### src/rtl/seq_pattern_gen.sv
// Purpose : serial pattern generator; shifts out a latched pattern MSB-first (bit len-1 first), reps+1 times.
// Latency : first bit on data one cycle after start is accepted; registered Moore outputs.
// Backpressure: none; start is only sampled in IDLE, and start seen while busy/done is dropped. SEQ_GEN_GAP_EN adds a 1-cycle spacer between repetitions.
module seq_pattern_gen #(
  parameter int WIDTH  = 8,
  parameter int LEN_W  = $clog2(WIDTH + 1),
  parameter int REPS_W = 2
) (
  input  logic              clk,
  input  logic              reset,
  input  logic              start,
  input  logic [WIDTH-1:0]  pattern,
  input  logic [LEN_W-1:0]  len,
  input  logic [REPS_W-1:0] reps,
  output logic              data,
  output logic              valid,
  output logic              busy,
  output logic              done
);

  localparam int IDX_W = $clog2(WIDTH);

  localparam logic [1:0] IDLE  = 2'd0;
  localparam logic [1:0] SHIFT = 2'd1;
`ifdef SEQ_GEN_GAP_EN
  localparam logic [1:0] GAP   = 2'd2;
`endif
  localparam logic [1:0] DONE  = 2'd3;

  localparam logic [LEN_W-1:0] WIDTH_L = LEN_W'(WIDTH);

  logic [1:0]        state;
  logic [WIDTH-1:0]  pat_q;
  logic [IDX_W-1:0]  last_q;   // L-1, reload value for each repetition
  logic [IDX_W-1:0]  idx_q;    // index of the bit currently on data
  logic [REPS_W-1:0] cnt_q;    // repetitions still to send after this one
  logic [IDX_W-1:0]  start_last;

  // Effective length minus one: a zero or oversized len means the full register.
  always_comb begin
    start_last = IDX_W'(WIDTH - 1);
    if (len != '0 && len <= WIDTH_L) begin
      start_last = IDX_W'(len - LEN_W'(1));
    end
  end

  // State machine with outputs registered from the next state, so each bit lands one cycle after its decision.
  always_ff @(posedge clk or negedge reset) begin
    if (!reset) begin
      state  <= IDLE;
      pat_q  <= '0;
      last_q <= '0;
      idx_q  <= '0;
      cnt_q  <= '0;
      data   <= 1'b0;
      valid  <= 1'b0;
      busy   <= 1'b0;
      done   <= 1'b0;
    end else begin
      case (state)
        IDLE: begin
          data  <= 1'b0;
          valid <= 1'b0;
          busy  <= 1'b0;
          done  <= 1'b0;
          if (start) begin
            pat_q  <= pattern;
            last_q <= start_last;
            idx_q  <= start_last;
            cnt_q  <= reps;
            state  <= SHIFT;
            data   <= pattern[start_last];
            valid  <= 1'b1;
            busy   <= 1'b1;
          end
        end
        SHIFT: begin
          if (idx_q == '0) begin
            if (cnt_q == '0) begin
              state <= DONE;
              data  <= 1'b0;
              valid <= 1'b0;
              busy  <= 1'b0;
              done  <= 1'b1;
            end else begin
              cnt_q <= cnt_q - REPS_W'(1);
              idx_q <= last_q;
`ifdef SEQ_GEN_GAP_EN
              state <= GAP;
              data  <= 1'b0;
              valid <= 1'b0;
`else
              data  <= pat_q[last_q];
`endif
            end
          end else begin
            idx_q <= idx_q - IDX_W'(1);
            data  <= pat_q[idx_q - IDX_W'(1)];
          end
        end
`ifdef SEQ_GEN_GAP_EN
        GAP: begin
          // Index was already reloaded on the way in, so resume at the top bit.
          state <= SHIFT;
          data  <= pat_q[idx_q];
          valid <= 1'b1;
        end
`endif
        DONE: begin
          state <= IDLE;
          done  <= 1'b0;
        end
        default: begin
          state <= IDLE;
          data  <= 1'b0;
          valid <= 1'b0;
          busy  <= 1'b0;
          done  <= 1'b0;
        end
      endcase
    end
  end

endmodule

### config.mk
export PLATFORM = sky130hd
export DESIGN_NAME = seq_pattern_gen
export DESIGN_NICKNAME = d
export VERILOG_FILES = /design/src/rtl/seq_pattern_gen.sv
export SDC_FILE = /design/constraint.sdc
export NUM_CORES = 1
export LEC_CHECK = 0
export CORE_UTILIZATION = 49
export CTS_BUF_LIST = sky130_fd_sc_hd__clkbuf_2
export DETAILED_ROUTE_END_ITERATION = 16
export HOLD_SLACK_MARGIN = 0.06
export PLACE_DENSITY = 0.83
export RECOVER_POWER = 100
export SYNTH_ARGS = -nofsm -noshare
export SYNTH_HDL_FRONTEND = slang
export SYNTH_SLANG_ARGS = --single-unit
### constraint.sdc
create_clock -name clk -period 1.87 [get_ports clk]
set_clock_uncertainty 0.05 [all_clocks]
set_input_delay 0.2805 -clock clk [delete_from_list [all_inputs] [get_ports clk]]
set_output_delay 0.2805 -clock clk [all_outputs]
set_load 0.02 [all_outputs]
After elaboration in Yosys (flattened, before gate mapping)
Index checks and enable logic that the tools add are counted.

word-level totals
  bits of input ports = 17
  logic and storage cells = 65
  flip-flop bits (word level) = 21

cells by class
  $add $sub $neg = 3
  equality and inequality tests = 7
  muxes and demuxes = 30
  reductions and logical operators = 12
  order comparisons = 4
  bitwise logic cells = 1

operators by type and width
  cell                 number
  $lt 3x4->1 const B   3
  $mux 1               12
  $mux 2               6
  $mux 3               4
  $bmux 1 s3           3
  $reduce_and 3->1     3
  $ne 2x2->1 const B   4
  $pmux 2 s2           2
  $pmux 1 s3           2
  $pmux 3 s2           1
  $sub 3x1->3 const B  2
  $le 4x4->1 const B   1
  $logic_not 2->1      2
  $reduce_and 2->1     2
  $reduce_and 4->1     1
  $reduce_bool 4->1    1
  $logic_not 3->1      1
  $ne 3x3->1 const B   1
  $eq 2x1->1 const B   1
  $eq 2x2->1 const B   1
  $reduce_bool 2->1    1
  $sub 2x1->2 const B  1
  $logic_and 1x1->1    1
  $not 1->1            1

Longest topological paths before layout
Gate-level depths: netlist (run 1).

  depth after elaboration = 7
  gate-level depth with buffers = 8

Least setup slack after synthesis (run 1)
Ideal clock, no wire load.

  kind = register to register
  start point = reg idx_q[0]
  end point = reg idx_q[2]
  buffers on the path = 1
  data arrival time = 1.626 ns
  stages on the path, launching flop included = 8
  setup time = 0.125 ns
  clock period less this slack = 1.801 ns
  data required time = 1.695 ns
  path slack = 0.069 ns
  cell sequence = dfrtp_1 > inv_1 > ha_1 > nor2b_1 > buf_4 > nand2_1 > a21oi_1 > mux2_2

on the way
  cells in the longest elaborated chain, start to end = 3
  elaborated cells between the ends (all ways) = 6
  those cells by class = 1 x add/sub; 1 x eq/ne; 2 x mux; 2 x reduce/logical

RTL lines
  what                                                   RTL line  text
  start: declaration                                     35        logic [IDX_W-1:0] idx_q;
  start signal: assignment                               69        idx_q <= start_last;
  start signal: assignment                               87        idx_q <= last_q;
  start signal: assignment                               97        idx_q <= idx_q - IDX_W'(1);
  $sub 3x1->3 / $logic_not 3->1 (equally long branches)  97, 78
  $mux 3 / $ne 3x3->1 (equally long branches)            -
  $pmux 3 s2 / $reduce_and 3->1 (equally long branches)  -

Several ways; a longest one is shown, not always the timed one.
A chain may end at the register's enable or synchronous reset.

Worst setup path in the final report (run 1)
  start point = reg idx_q[0]
  end point = reg data

on the way
  cells in the longest elaborated chain, start to end = 5
  elaborated cells between the ends (all ways) = 6
  those cells by class = 1 x add/sub; 4 x mux; 1 x reduce/logical

RTL lines
  what                          RTL line  text
  $sub 3x1->3                   98        data <= pat_q[idx_q - IDX_W'(1)];
  $bmux 1 s3                    98
  $mux 1 (not written as such)  98
  $mux 1 (*)                    78        if (idx_q == '0) begin
  $pmux 1 s3 (*)                60        case (state)
  end signal: assignment        72        data <= pattern[start_last];
  end signal: assignment        93        data <= pat_q[last_q];
  end signal: assignment        98
  end: declaration              15        output logic data,

Mark *: on every way between the ends. The rest lies on a longest branch, timed or not. The select of a mux whose other input is x is not followed.

==> results of run 1 <==
## Yosys cell counts (all sizes together) (2+ instances only)
library cell / instances
a211oi: 3
a21oi: 5
buf: 4
clkbuf: 2
dfrtp: 21
ha: 4
inv: 8
mux2: 8
mux2i: 4
mux4: 3
nand2: 32
nand2b: 3
nor2: 15
nor2b: 4
nor3: 2
o211ai: 4
o21ai: 4
o22ai: 2
or3: 2
## cell families (layout without fill, tap and decap cells)
logic type | after synthesis | in the layout | synth area share
and+or+nand+nor | 60 | 60 | 0.206
DFF | 21 | 21 | 0.419
AOI/OAI and AO/OA | 20 | 20 | 0.106
muxes | 15 | 15 | 0.164
buffers and inverters | 14 | 46 | 0.0518
adders and majority gates | 4 | 4 | 0.0399
xor gates and xnor gates | 2 | 2 | 0.0140
## metal layers
layer  vias up  track usage  part of all wire
li1        527            -                 -
met1       523        0.289              0.41
met2        37        0.466              0.53
met3        11       0.0435             0.033
met4         0        0.154             0.031
met5         -            0                 0
## area by class of cell
class,instances,area [um^2],area share
multi-input combinational,101,677,0.427
sequential,21,527,0.333
timing repair buffer,34,295,0.186
tap,28,35.0,0.0221
inverter,8,30.0,0.0190
clock buffer,4,20.0,0.0126
## path summary, 6_finish.rpt
check                           start        end  depth (start not counted)
max reg2reg                  idx_q[0]       data                          6
max in group asynchronous       reset  last_q[0]                          2
min                        pattern[7]   pat_q[7]                          3
min reg2reg                      done       done                          2
min in group asynchronous       reset   cnt_q[0]                          2
max                          idx_q[0]       data                          6
## through the flow
stage | instances | area (um^2) | utilization | total power, mW
2_1_floorplan | 136 | 1250 | - | 1.69
3_3_place_gp | 192 | 1560 | 0.673 | 2.02
3_5_place_dp | 192 | 1560 | 0.673 | 2.11
4_1_cts | 196 | 1590 | 0.687 | 2.35
5_1_grt | 196 | 1580 | 0.683 | 2.51
6_report | 196 | 1580 | 0.683 | 2.34
## layout by cell type (no fill, tap or decap), drive strengths merged
cell,netlist,layout
a211oi,3,3
a21o,1,1
a21oi,5,5
a311oi,1,1
and2,1,1
buf,4,10
clkbuf,2,8
clkdlybuf4s50,0,16
dfrtp,21,21
dlygate4sd3,0,4
ha,4,4
inv,8,8
mux2,8,8
mux2i,4,4
mux4,3,3
nand2,32,32
nand2b,3,3
nor2,15,15
nor2b,4,4
nor3,2,2
nor4bb,1,1
o211ai,4,4
o21ai,4,4
o22ai,2,2
or3,2,2
xnor2,1,1
xor2,1,1
## tightest hold or removal path: cells and delay by family
family,cells,cell delay (ns)
buf+inv,1,0.41
simple gates,2,0.10
## power groups by stage
stage	registers [mW]	clock network, mW	logic (mW)
2_1_floorplan	0.827	0	0.863
3_3_place_gp	0.833	0	1.19
3_5_place_dp	0.845	0	1.27
4_1_cts	0.837	0.200	1.31
5_1_grt	0.868	0.216	1.43
6_report	0.842	0.203	1.29
## flip-flops by register name, summed over array words and instances (netlist names)
name and cells:
data 1, busy 1, state 2, last_q 3, cnt_q 2, pat_q 8, done 1, idx_q 3
## what timing repair did
item                                    in CTS  in global routing
gates cloned                                 0                  0
buffers inserted                             0                  0
endpoints found under the setup margin       1                  3
gates resized for setup                      1                  2
pin swaps                                    1                  0
==> run_results.csv, run 1 <==
group,metric,value,unit
synthesis,synth_edf_count,0,
setup_path,critPathBufInv,1,
clocking,cts_buffer_depth,2,
setup_path,crit_slowest_cell,"mux4_1",
timing,max_freq,531,MHz
final_layout,drive_above_1_share,0.155,
place,pre_cts_ws,-0.316,ns
synthesis,ys_ff_latch,21,
setup_path,crit_path_end_kind,"register",
timing,finalSetupTns,-0.0129,ns
power_and_ir_drop,peakVddDrop,0.000999,V
synthesis,syn_inst,136,
power_and_ir_drop,cellPowerDensity,1480,nW/um^2
setup_path,arrival,2.06,ns
timing,setup_viol,1,
clocking,cts_max_level,1,
drt,routed_via_density,5.60,
floorplanning,num_io_pins,21,
timing,worstMarginPinSlew,1.19,ns
run,maxCapViolations,0,
setup_path,crit_fanout,3,
clocking,clk_pin_slew,0.21,ns
drt,wirelength,3030,um
floorplanning,dieArea,2770,um^2
timing,post-route-period-util,1.01,
timing,rsz0062_at_grt,"true",
final_layout,syn2layout_area_growth,26.2,%
power_and_ir_drop,power.leakage,0.758,nW
floorplanning,initial_utilization,0.541,
place,gp_congestion,0.867,
global_routing,grt_pass1_vias,1122,
timing,finalMaxSlewViolations,0,
floorplanning,core_area,2320,um^2
global_routing,grt_max_degree,22,
synthesis,syn_area_per_cell,9.23,um^2
setup_path,critPathTopFamily,"multiplexers",
drt,vias,1098,
synthesis,yosys-top-cells-area,"dfrtp_1, nand2_1, mux2_2",
synthesis,yosys_most_used_dff,"dfrtp_1",
clocking,hold_buffers,0,
synthesis,synth_top_cell_by_area,"dfrtp_1",
synthesis,synth_top_cell_area_share,0.419,
floorplanning,rows,17,
power_and_ir_drop,internal_power,1.39,mW
clocking,cts_tree,"built",
drt,wl_per_cell,15.5,um
timing,whs,0.414,ns
global_routing,track_usage,0.262,
final_layout,antennaDiodeCount,0,
power_and_ir_drop,p_clk_frac,0.087,
timing,fin_ws,-0.0129,ns
synthesis,synth_cell_types,29,
run_status,status,"complete, but fails checks",
clocking,clock_latency,0.34,ns
min_path,worstHoldPathType,"in -> reg",
synthesis,yosys_warnings,0,
setup_path,worstPathCellList,"buf_4, mux4_1, mux2i_1, nor3_1, a311oi_2, o211ai_1",
setup_path,cp_slowest_stage_delay,0.54,ns
setup_path,crit_path_start_kind,"register",
setup_path,reg2reg_setup_slack,-0.01,ns
drt,first_iter_violations,19,
global_routing,grt_first_pass_wirelength,5090,um
timing,max_slew_margin,0.205,
power_and_ir_drop,switching_power,0.945,mW
final_layout,nFillCells,199,
global_routing,antenna_found_initial,0,
run_status,violations,"setup timing",
floorplanning,die_w,52.6,um
place,numPortBuffers,20,
power_and_ir_drop,p_comb_frac,0.553,
synthesis,seq_area_frac_synth,0.419,
timing,finalCriticalPeriod,1.88,ns
drt,route.antenna.remaining_nets,0,
global_routing,grt.overflow.total,0,
synthesis,syn-num-nets,157,
drt,route.detailed.drc,0,
final_layout,fin_nets,190,
setup_path,crit_required,2.05,ns
clocking,cts_root_buf,"clkbuf_2",
synthesis,syn_area,1250,um^2
drt,drt_first_pass_iters,4,
clocking,clock_sinks,21,
power_and_ir_drop,p_sw_frac,0.405,
setup_path,critical_path_class,"reg -> reg",
synthesis,synth-async-reset-ratio,1.00,
place,dp.final_hpwl,2350,um
power_and_ir_drop,seq_power_share,0.360,
timing,hold_viol_final,0,
floorplanning,die-height,52.6,um
clocking,cts_buffers,3,
(Power assumes the default switching activity.)
==> inputs of run 2 (changes only) <==
--- a/config.mk
+++ b/config.mk
@@ -5,11 +5,11 @@
 export SDC_FILE = /design/constraint.sdc
 export NUM_CORES = 1
 export LEC_CHECK = 0
-export CORE_UTILIZATION = 49
+export CORE_UTILIZATION = 42
 export CTS_BUF_LIST = sky130_fd_sc_hd__clkbuf_2
 export DETAILED_ROUTE_END_ITERATION = 16
 export HOLD_SLACK_MARGIN = 0.06
-export PLACE_DENSITY = 0.83
+export PLACE_DENSITY = 0.74
 export RECOVER_POWER = 100
 export SYNTH_ARGS = -nofsm -noshare
 export SYNTH_HDL_FRONTEND = slang
==> run_results.csv, run 2 (synthesized netlist as in run 1, its figures left out) <==
group,metric,value,unit
setup_path,worstPathCellList,"inv_2, ha_4, mux4_2, mux2i_1, nor3_2, a311oi_2, o211ai_1",
power_and_ir_drop,p_total,2.46,mW
power_and_ir_drop,power.leakage,0.758,nW
run_status,violations,"DRC",
drt,routed_via_density,5.33,
setup_path,r2r_start,"idx_q[0]",
clocking,cts_max_level,1,
place,dp_cells,195,
final_layout,largest_register_ffs,8,
drt,route.antenna.remaining_nets,0,
power_and_ir_drop,peakVddDrop,0.000680,V
final_layout,top_regs,"pat_q: 8 flops, idx_q: 3 flops, last_q: 3 flops",
run_status,status,"complete, but fails checks",
setup_path,cp_slowest_stage_delay,0.46,ns
place,gp_congestion,0.840,
timing,max_slew_margin,0.242,
drt,first_iter_violations,26,
timing,max_freq,539,MHz
timing,fin_ws,0.0140,ns
final_layout,layout_common_cells,"nand2_1, dfrtp_1, clkdlybuf4s50_1, nor2_1, buf_4",
global_routing,grt_first_pass_wirelength,4770,um
global_routing,antenna_found_initial,0,
timing,hold_viol_final,0,
floorplanning,die-height,56.7,um
min_path,whs_path_depth,3,
final_layout,post-route-cell-area,1630,um^2
floorplanning,rows,19,
floorplanning,initial_utilization,0.447,
drt,route.detailed.drc,4,
final_layout,syn2layout_area_growth,29.7,%
place,pre_cts_ws,-0.317,ns
final_layout,final_common_cell,"nand2_1",
setup_path,critPathBufInv,1,
drt,vias,1066,
setup_path,critPathTopFamily,"multiplexers",
drt,wirelength,2700,um
timing,worstMarginPinSlew,1.14,ns
setup_path,arrival,2.03,ns
setup_path,crit_required,2.04,ns
clocking,clk_pin_slew,0.21,ns
floorplanning,core_area,2810,um^2
clocking,cts_root_buf,"clkbuf_2",
setup_path,critical_path_class,"reg -> reg",
clocking,hold_buffers,0,
setup_path,crit_fanout,3,
clocking,cts_buffers,3,
clocking,cts_buffer_depth,2,
final_layout,fin_nets,191,
timing,rsz0062_at_grt,"true",
place,placed_area,1560,um^2
global_routing,grt_max_degree,22,
floorplanning,die_w,56.7,um
power_and_ir_drop,cellPowerDensity,1510,nW/um^2
final_layout,antennaDiodeCount,0,
global_routing,grt.overflow.total,0,
drt,drt_first_pass_iters,10,
min_path,hold_end,"pat_q[6]",
clocking,clock_sinks,21,
setup_path,reg2reg_setup_slack,0.01,ns
clocking,clock_latency,0.33,ns
setup_path,crit_slowest_cell,"dfrtp_1",
setup_path,crit_path_end_kind,"register",
setup_path,r2r_end,"data",
run,maxCapViolations,0,
setup_path,reg2reg_depth,7,
timing,finalCriticalPeriod,1.86,ns
floorplanning,num_io_pins,21,
place,dp.final_hpwl,2090,um
timing,finalMaxSlewViolations,0,
global_routing,grt_pass1_vias,1042,
timing,setup_viol,0,
final_layout,regMostFlops,"pat_q",
min_path,holdCritStartpoint,"pattern[6]",
final_layout,drive_above_1_share,0.201,
floorplanning,dieArea,3210,um^2
final_layout,nFillCells,251,
global_routing,track_usage,0.194,
drt,wl_per_cell,13.5,um
final_layout,fin_cells,200,
place,numPortBuffers,20,
setup_path,crit_path_start_kind,"register",
clocking,cts_tree,"built",
min_path,worstHoldPathType,"in -> reg",
timing,post-route-period-util,0.993,
[run 2: cell count changes in the layout (fill, tap and decap cells not counted), sizes merged]
cell	previous run	this run
buf	10	13
clkbuf	8	6
clkdlybuf4s50	16	19
dlygate4sd3	4	1
[run 2: worst max-delay path by stage]
| stage | to | slack, ns | cells past startpoint | start |
|---|---|---|---|---|
| 3_3_place_gp | data | -0.26 | 8 | len[0] |
| 4_1_cts | data | -0.0001 | 7 | idx_q[0] |
| 6_report | data | 0.01 | 7 | idx_q[0] |
| 5_1_grt | data | -0.12 | 7 | idx_q[0] |
| 2_1_floorplan | idx_q[2] | 0.07 | 7 | idx_q[0] |
| 3_5_place_dp | data | -0.32 | 8 | len[0] |
[run 2: timing repair]
action | in CTS | in global routing
endpoints found under the setup margin | 1 | 3
pin swaps | 5 | 0
cloned | 0 | 0
gates resized for setup | 8 | 3
buffers inserted | 1 | 0
[run 2: area by class of cell]
cell class	count	area, um^2	share of cell area
Tap cell	31	38.8	0.0238
Timing Repair Buffer	35	309	0.190
Inverter	8	30.0	0.0184
Sequential cell	21	526	0.323
Clock buffer	4	20.0	0.0123
Multi-Input combinational cell	101	704	0.433
[run 2: worst register-to-register path, stage by stage, from the launching register on]
cell and delay (ns):
dfrtp_1 0.46, inv_2 0.07, ha_4 0.28, mux4_2 0.29
mux2i_1 0.18, nor3_2 0.08, a311oi_2 0.22, o211ai_1 0.12
[run 2: through the flow]
stage / TNS, ns / hold slack [ns] / util
floorplan: 0 / -0.0651 / -
global placement: -0.432 / 0.429 / 0.558
detailed placement: -0.606 / 0.426 / 0.558
CTS: -0.000121 / 0.218 / 0.576
global route: -0.124 / 0.419 / 0.580
finish: 0 / 0.421 / 0.580
[run 2: layer usage]
metal	vias to the layer above	track usage	routed length, um	share of wire
met1	511	0.246	1190	0.44
li1	525	-	-	-
met5	-	0	0	0
met3	4	0.0276	88	0.033
met2	26	0.338	1390	0.52
met4	0	0.0643	25	0.0093
[run 2: report_power, final]
part           switching (mW)  internal (mW)
combinational           0.628          0.794
sequential              0.181          0.656
clock                   0.143         0.0566
total                   0.952           1.51
==> inputs of run 3 (changes only) <==
--- a/config.mk
+++ b/config.mk
@@ -9,7 +9,7 @@
 export CTS_BUF_LIST = sky130_fd_sc_hd__clkbuf_2
 export DETAILED_ROUTE_END_ITERATION = 16
 export HOLD_SLACK_MARGIN = 0.06
-export PLACE_DENSITY = 0.74
+export PLACE_DENSITY = 0.71
 export RECOVER_POWER = 100
 export SYNTH_ARGS = -nofsm -noshare
 export SYNTH_HDL_FRONTEND = slang
==> constraint.sdc (replaced) <==
create_clock -name clk -period 2.1 [get_ports clk]
set_clock_uncertainty 0.05 [all_clocks]
set_input_delay 0.315 -clock clk [delete_from_list [all_inputs] [get_ports clk]]
set_output_delay 0.315 -clock clk [all_outputs]
set_load 0.02 [all_outputs]
==> run_results.csv, run 3 (synthesized netlist as in run 1, its figures left out) <==
group,metric,value,unit
run_status,status,"complete, but fails checks",
run_status,violations,"DRC",
clocking,cts_setup_buffers,0,
power_and_ir_drop,peakVddDrop,0.000497,V
timing,whs,0.471,ns
place,gp_congestion,0.839,
setup_path,critPathBufInv,3,
timing,post-route-period-util,0.925,
floorplanning,core_area,2810,um^2
global_routing,track_usage,0.179,
setup_path,crit_path_start_kind,"primary input",
setup_path,crit_slowest_cell,"dlygate4sd3_1",
final_layout,antennaDiodeCount,0,
floorplanning,num_io_pins,21,
timing,fin_ws,0.158,ns
place,pre_cts_ws,-0.116,ns
setup_path,crit_path_end_kind,"register",
floorplanning,rows,19,
timing,rsz0062_at_grt,"false",
final_layout,final_common_cell,"nand2_1",
timing,worstMarginPinSlew,1.13,ns
timing,finalCriticalPeriod,1.94,ns
final_layout,drive_above_1_share,0.105,
min_path,holdCritStartpoint,"done",
global_routing,antenna_found_initial,0,
drt,vias,1035,
floorplanning,dieArea,3210,um^2
global_routing,grt.overflow.total,0,
global_routing,grt_pass1_vias,994,
clocking,hold_buffers,0,
floorplanning,die-height,56.7,um
floorplanning,initial_utilization,0.447,
clocking,cts_buffer_depth,2,
drt,wl_per_cell,13.4,um
setup_path,critical_path.startpoint,"len[0]",
place,dp.final_hpwl,2070,um
floorplanning,die_w,56.7,um
timing,hold_viol_final,0,
final_layout,regMostFlops,"pat_q",
power_and_ir_drop,power.leakage,0.726,nW
setup_path,critical_path_class,"in -> reg",
setup_path,crit_fanout,3,
drt,route.antenna.remaining_nets,0,
min_path,worstHoldPathType,"reg -> reg",
setup_path,r2r_start,"idx_q[0]",
final_layout,top_regs,"pat_q: 8 flops, idx_q: 3 flops, last_q: 3 flops",
clocking,cts_resized,0,
timing,max_slew_margin,0.247,
drt,wirelength,2590,um
setup_path,cp_slowest_stage_delay,0.56,ns
clocking,cts_buffers,3,
clocking,clock_latency,0.32,ns
setup_path,arrival,2.13,ns
setup_path,worstPathCellList,"dlygate4sd3_1, inv_1, ha_1, nor2b_1, xor2_1, nor2_1, clkbuf_4, a21oi_1, mux2_1",
final_layout,largest_register_ffs,8,
clocking,cts_root_buf,"clkbuf_2",
final_layout,layout_common_cells,"nand2_1, dfrtp_1, nor2_1, clkdlybuf4s50_1, inv_1",
drt,first_iter_violations,31,
setup_path,reg2reg_setup_slack,0.19,ns
drt,drt_first_pass_iters,10,
final_layout,fin_nets,184,
clocking,clock_sinks,21,
run,maxCapViolations,0,
timing,finalMaxSlewViolations,0,
drt,routed_via_density,5.36,
power_and_ir_drop,cellPowerDensity,1270,nW/um^2
global_routing,grt_first_pass_wirelength,4400,um
clocking,cts_max_level,1,
final_layout,syn2layout_area_growth,21.7,%
global_routing,grt_max_degree,22,
drt,route.detailed.drc,2,
place,numPortBuffers,20,
clocking,clk_pin_slew,0.20,ns
setup_path,crit_required,2.28,ns
final_layout,nFillCells,270,
clocking,cts_tree,"built",
setup_path,critPathTopFamily,"buffers and inverters",
timing,max_freq,515,MHz
timing,setup_viol,0,
run 3: cell types whose count changed in the layout (fill, tap and decap cells not counted), moves of 2 or more:
cell and change:
dlygate4sd3_1 +5, ha_4 -2, mux4_2 -2, clkdlybuf4s50_1 -5
mux4_1 +2, ha_1 +2, buf_4 -8
run 3: metrics by stage:
stage	instance area, um^2	instances	total power, mW	setup TNS (ns)	utilization
floorplan	1250	136	1.51	0	-
global placement	1520	189	1.76	-0.0556	0.541
detailed placement	1520	189	1.80	-0.232	0.541
CTS	1540	193	1.97	0	0.549
global route	1530	193	2.10	0	0.545
finish	1530	193	1.94	0	0.545
run 3: worst register-to-register path, cell delays in order (launching register included):
cell and delay, ns:
dfrtp_1 0.40, inv_1 0.08, ha_1 0.34, mux4_1 0.29, mux2i_1 0.15, nor3_1 0.07
a311oi_2 0.30, o211ai_1 0.13
run 3: layout make-up:
type,count,area [um^2],share of cell area
sequential,21,526,0.344
timing repair buffer,28,249,0.163
tap,31,38.8,0.0254
multi-input combinational,101,664,0.435
clock buffer,4,20.0,0.0131
inverter,8,30.0,0.0197
run 3: metal layers:
layer	global-route usage	share of wire
met5	0	0
met4	0.0250	0.0081
met3	0.0484	0.034
met2	0.313	0.50
met1	0.224	0.46
run 3: worst paths after layout:
| path | endpoint | depth (start not counted) |
|---|---|---|
| worst max-delay path | idx_q[1] | 9 |
| worst max register to register | data | 7 |
| min in group asynchronous | done | 2 |
| max in group asynchronous | pat_q[0] | 2 |
| worst min register to register | done | 2 |
| worst min-delay path | done | 2 |
run 3: report_power, final:
| group | switching, mW | internal [mW] | total, mW |
|---|---|---|---|
| combinational | 0.493 | 0.542 | 1.03 |
| sequential | 0.149 | 0.584 | 0.733 |
| clock | 0.120 | 0.0504 | 0.170 |
